## src/rtl/mmio_store_ctrl.sv

```systemverilog
// Store-side MMIO controller: UART TX holding register, cycle/instruction counters, note timer.
// Optional LED register at 0x80000030 is built only when MMIO_LED_EN is defined.
module mmio_store_ctrl #(
  parameter int unsigned CLK_COUNTS = 1
) (
  input  logic        clk,
  input  logic        rst,
  input  logic [31:0] addr,
  input  logic [31:0] din,
  input  logic [3:0]  we,
  input  logic        inst_retire,
  input  logic        uart_tx_ready,
  output logic        uart_tx_valid,
  output logic [7:0]  uart_tx_data,
  output logic        trmt_full,
  output logic [31:0] counter_cycle,
  output logic [31:0] counter_inst,
  output logic        note_finished,
  output logic [5:0]  leds
);

  localparam logic [13:0] OffUart   = 14'h002;
  localparam logic [13:0] OffCntRst = 14'h006;
  localparam logic [13:0] OffLed    = 14'h00c;
  localparam logic [13:0] OffNote   = 14'h400;
  localparam logic [31:0] PrescLast = 32'(CLK_COUNTS - 1);

  logic        hit;
  logic [13:0] offset;
  logic        uart_load, cnt_clear, note_load;

  logic        tx_valid_q, tx_valid_d;
  logic [7:0]  tx_data_q, tx_data_d;
  logic [31:0] counter_cycle_q, counter_cycle_d;
  logic [31:0] counter_inst_q, counter_inst_d;
  logic [31:0] note_cnt_q, note_cnt_d;
  logic [31:0] presc_q, presc_d;

  // Address bits outside the decoded window are intentionally ignored.
  logic unused_addr;
  assign unused_addr = ^{addr[29:16], addr[1:0]};

  assign hit       = (we != 4'b0000) && (addr[31:30] == 2'b10);
  assign offset    = addr[15:2];
  // A full register may still accept a byte on the cycle it is being drained.
  assign uart_load = hit && (offset == OffUart) && we[0] &&
                     (!tx_valid_q || uart_tx_ready);
  assign cnt_clear = hit && (offset == OffCntRst);
  assign note_load = hit && (offset == OffNote) && (we == 4'b1111);

  always_comb begin
    tx_valid_d      = tx_valid_q;
    tx_data_d       = tx_data_q;
    counter_cycle_d = counter_cycle_q + 32'd1;
    counter_inst_d  = counter_inst_q + {31'd0, inst_retire};
    note_cnt_d      = note_cnt_q;
    presc_d         = presc_q;

    if (uart_load) begin
      tx_valid_d = 1'b1;
      tx_data_d  = din[7:0];
    end else if (tx_valid_q && uart_tx_ready) begin
      tx_valid_d = 1'b0;
    end

    if (cnt_clear) begin
      counter_cycle_d = '0;
      counter_inst_d  = '0;
    end

    if (note_load) begin
      note_cnt_d = din;
      presc_d    = '0;
    end else if (note_cnt_q != '0) begin
      if (presc_q >= PrescLast) begin
        note_cnt_d = note_cnt_q - 32'd1;
        presc_d    = '0;
      end else begin
        presc_d = presc_q + 32'd1;
      end
    end
  end

  always_ff @(posedge clk or posedge rst) begin
    if (rst) begin
      tx_valid_q      <= 1'b0;
      tx_data_q       <= '0;
      counter_cycle_q <= '0;
      counter_inst_q  <= '0;
      note_cnt_q      <= '0;
      presc_q         <= '0;
    end else begin
      tx_valid_q      <= tx_valid_d;
      tx_data_q       <= tx_data_d;
      counter_cycle_q <= counter_cycle_d;
      counter_inst_q  <= counter_inst_d;
      note_cnt_q      <= note_cnt_d;
      presc_q         <= presc_d;
    end
  end

  assign uart_tx_valid = tx_valid_q;
  assign uart_tx_data  = tx_data_q;
  assign trmt_full     = tx_valid_q;
  assign counter_cycle = counter_cycle_q;
  assign counter_inst  = counter_inst_q;
  assign note_finished = (note_cnt_q == '0);

`ifdef MMIO_LED_EN
  logic [5:0] leds_q;
  logic       led_load;

  assign led_load = hit && (offset == OffLed) && we[0];

  always_ff @(posedge clk or posedge rst) begin
    if (rst) begin
      leds_q <= '0;
    end else if (led_load) begin
      leds_q <= din[5:0];
    end
  end

  assign leds = leds_q;
`else
  logic unused_led;
  assign unused_led = ^OffLed;
  assign leds       = '0;
`endif

endmodule

```

## config.mk

```make
export PLATFORM = sky130hd
export DESIGN_NAME = mmio_store_ctrl
export DESIGN_NICKNAME = d
export VERILOG_FILES = /design/src/rtl/mmio_store_ctrl.sv
export SDC_FILE = /design/constraint.sdc
export NUM_CORES = 1
export LEC_CHECK = 0
export ABC_CLOCK_PERIOD_IN_PS = 4500
export BUFFER_PORTS_ARGS = -buffer_cell sky130_fd_sc_hd__buf_2
export CORE_ASPECT_RATIO = 1.2
export CORE_MARGIN = 2
export CORE_UTILIZATION = 46
export DETAILED_ROUTE_END_ITERATION = 6
export GPL_ROUTABILITY_DRIVEN = 0
export PLACE_DENSITY = 0.77
export RECOVER_POWER = 25
export SKIP_CTS_REPAIR_TIMING = 1
export SLEW_MARGIN = 20
export SYNTH_ARGS = -nofsm -noshare
export SYNTH_HDL_FRONTEND = slang
export SYNTH_SLANG_ARGS = --single-unit
```

## constraint.sdc

```tcl
create_clock -name clk -period 4.5 [get_ports clk]
set_input_delay 1.125 -clock clk [delete_from_list [all_inputs] [get_ports clk]]
set_output_delay 1.125 -clock clk [all_outputs]
set_load 0.05 [all_outputs]
```

==> results.yml <==
outcome:
  outcome: "finished with violations"
  failed_checks: "capacitance limit, slew limit"
yosys:
  synth.area.top_cells: "dfrtp_1, xnor2_1, nor2_1, xor2_1, nand2_1"
  cell_accounting_for_the_most_synthesized_area: "dfrtp_1"
  number_of_distinct_standard_cells_referenced_by_the_synthesized_netlist: 52
  ys.warnings.count: 0
  syn_inst: 577
  postSynthRegisterBits: 105
  synth.cell_area_sq_um: 5530
  ys_seq_area_share_pct: 47.5
  synthesized_area_divided_by_synthesized_cell_count_sq_um: 9.58
  synth_largest_type_area_fraction_pct: 47.5
grt:
  sum_of_overflow_across_all_layers_after_global_routing: 0
  first_global_vias: 4735
  largest_net_degree_at_the_start_of_global_routing: 76
  number_of_antenna_violations_at_the_first_check_in_global_routing: 0
  grt_first_pass_wirelength_mm: 21.7
  track_usage_pct: 20.6
pwr:
  pwr-share-seq_pct: 46.4
  power_switching_share_pct: 29.5
  p_comb_share_pct: 16.2
  p_leak_nw: 2.97
  switching_power_w: 0.000665
  ir_drop_worst_vdd_v: 0.000201
  clock_power_share_pct: 37.4
  internal_power_w: 0.00159
  pwr_cell_area_nw_per_um2: 342
floorplanning:
  top_level_ports: 153
  placement_rows: 43
  die-area_sq_um: 12900
  fp.coreArea_sq_um: 11600
  die_y_um: 124
  die_w_um: 104
  initial_core_util_pct: 47.6
clocking:
  tritoncts: "yes"
  tritoncts.num_buffers: 9
  clock-sinks: 105
  cts.reportedPaths.clkPinSlew_ps: 70
  clk_path_buf_depth: 2
  ctsHtreeMaxLevel: 3
  clk_latency_ps: 340
  clock-root-buffer: "clkbuf_16"
sta:
  rsz0062_at_grt: "no"
  clock_skew_ps: 6.23
  final.period_utilization_pct: 83.6
  fmax_ghz: 0.266
  worst_pin_slew_ps: 2800
  timing.final.setup_violations: 0
  period_needed_ps: 3760
  timing.max_slew.rel_slack_pct: -86.8
  setup-tns-final_ps: 0
  timing.final.hold_violations: 0
  maxSlewViolCount: 76
drt:
  ant_nets: 0
  totalWireLength_mm: 13.0
  via_count: 4815
  viasPerCell: 5.61
  detail_route.drc_violations: 0
  drt_pre_antenna_iters: 4
  wire_per_inst_um: 15.1
  first_iter_violations: 214
critical_path:
  timing.critical_path.to_type: "output port"
  worst-path-max-fanout: 12
  crit_path_start_kind: "register"
  worstPathArrival_ps: 2640
  critical_path_class: "reg -> out"
  r2r-start: "note_cnt_q[6]"
  r2r_cells: 5
  rrSetupSlack_ps: 1820
  crit_required_ps: 3380
  timing.rr.end: "note_cnt_q[21]"
finish:
  area_overhead_vs_synth_pct: 19.4
  final-seq-area_sq_um: 2630
  nNetsFinal: 772
  multiInputGateArea_sq_um: 2710
  n_fill_cell: 1042
  finalCoreUtilization_pct: 56.8
  diodes: 0
  drive_above_1_share_pct: 24.5
hold_path:
  worst_hold_path.endpoint: "uart_tx_data[0]"
  worst_hold_check_path_type: "reg -> reg"
  worstHoldPathCells: 1
  holdCritStartpoint: "uart_tx_data[0]"
placement:
  placement.io_buffers: 130
  dp_hpwl_mm: 9.46
run:
  maxCapViolCount: 1
-- flip-flops by register name, indices dropped and copies added, names as in the netlist --
| name | count |
|---|---|
| trmt_full | 1 |
| counter_inst | 32 |
| note_cnt_q | 32 |
| uart_tx_data | 8 |
| counter_cycle | 32 |
-- cell families (layout without fill, tap and decap cells) --
logic type	count (synthesis)	count (layout)	synth area share (%)
xor gates and xnor gates	65	65	10.3
AOI/OAI and AO/OA	68	68	7.29
other	1	6	0.0679
DFF	105	105	47.5
buffers and inverters	48	167	3.85
muxes	10	10	2.56
adders and majority gates	4	4	0.906
and+or+nand+nor	276	276	27.5
-- power groups by stage --
stage               clock network, W  logic [W]  registers, W
finish                      0.000842   0.000365       0.00105
global route                0.000894   0.000388       0.00105
CTS                         0.000859   0.000368       0.00105
detailed placement                 0   0.000366       0.00106
global placement                   0   0.000358       0.00106
floorplan                          0   0.000105       0.00121
-- stage by stage --
stage | total power [W] | hold WS [ps] | std cells | instance area (sq um) | setup slack, ps
5_1_grt | 0.00234 | 530 | 858 | 6600 | 509
2_1_floorplan | 0.00132 | 502 | 582 | 5550 | 614
4_1_cts | 0.00227 | 517 | 858 | 6600 | 752
3_5_place_dp | 0.00143 | 491 | 842 | 6280 | 1120
3_3_place_gp | 0.00142 | 483 | 842 | 6280 | 1140
6_report | 0.00225 | 514 | 858 | 6600 | 738
-- worst max-delay path, stage by stage (launching register included) --
cell	delay (ps)
dfrtp_1	390
inv_1	100
ha_1	230
nor4b_4	340
and4_1	340
nand3_1	270
inv_2	290
buf_2	310
-- area by class of cell --
type                       count  share of cell area (%)
multi-input combinational    429                    41.0
clock buffer                  11                    3.68
sequential                   105                    39.8
timing repair buffer         134                    10.3
clock inverter                 5                    1.19
tap                          157                    2.98
inverter                      17                   0.967
-- how the worst max path moves through the flow --
stage                        from          endpoint  cells after the start
CTS                 note_cnt_q[0]     note_finished                      7
finish              note_cnt_q[0]     note_finished                      7
global placement    note_cnt_q[0]     note_finished                      7
floorplan                     rst  counter_cycle[0]                      1
global route                  rst    note_cnt_q[27]                      2
detailed placement  note_cnt_q[0]     note_finished                      7
-- cells in the mapped netlist, drive strengths merged --
master / instances
a211o: 2
a21boi: 1
a21oi: 17
a221oi: 1
a31o: 1
a31oi: 8
and2: 5
and3: 6
and4: 12
and4b: 1
buf: 10
clkbuf: 21
conb: 1
dfrtp: 105
ha: 4
inv: 17
mux2: 9
mux2i: 1
nand2: 39
nand2b: 1
nand3: 29
nand3b: 2
nand4: 22
nand4b: 1
nor2: 77
nor2b: 3
nor3: 19
nor3b: 2
nor4: 26
nor4b: 4
o211a: 1
o211ai: 2
o21a: 1
o21ai: 26
o21bai: 1
o311ai: 1
o31ai: 5
o41ai: 1
or3: 16
or4: 11
xnor2: 43
xor2: 22
-- per-layer routing --
layer  share of wire (%)  wire length (um)  track usage, %
met1                  43              5540            25.4
met5                   0                 0               0
met3                 5.1               656            3.14
met2                  51              6550            36.5
met4                 1.7               227            8.11
-- layout by cell type (no fill, tap or decap), types with 12 or more instances in the layout --
| master | instances |
|---|---|
| a21oi_1 | 17 |
| and4_1 | 12 |
| buf_2 | 130 |
| dfrtp_1 | 105 |
| inv_1 | 16 |
| nand2_1 | 39 |
| nand3_1 | 29 |
| nand4_1 | 21 |
| nor2_1 | 76 |
| nor3_1 | 17 |
| nor4_1 | 23 |
| o21ai_0 | 14 |
| o21ai_1 | 12 |
| or3_1 | 15 |
| xnor2_1 | 43 |
| xor2_1 | 22 |
Note: power is estimated with default switching activity, not from simulation.
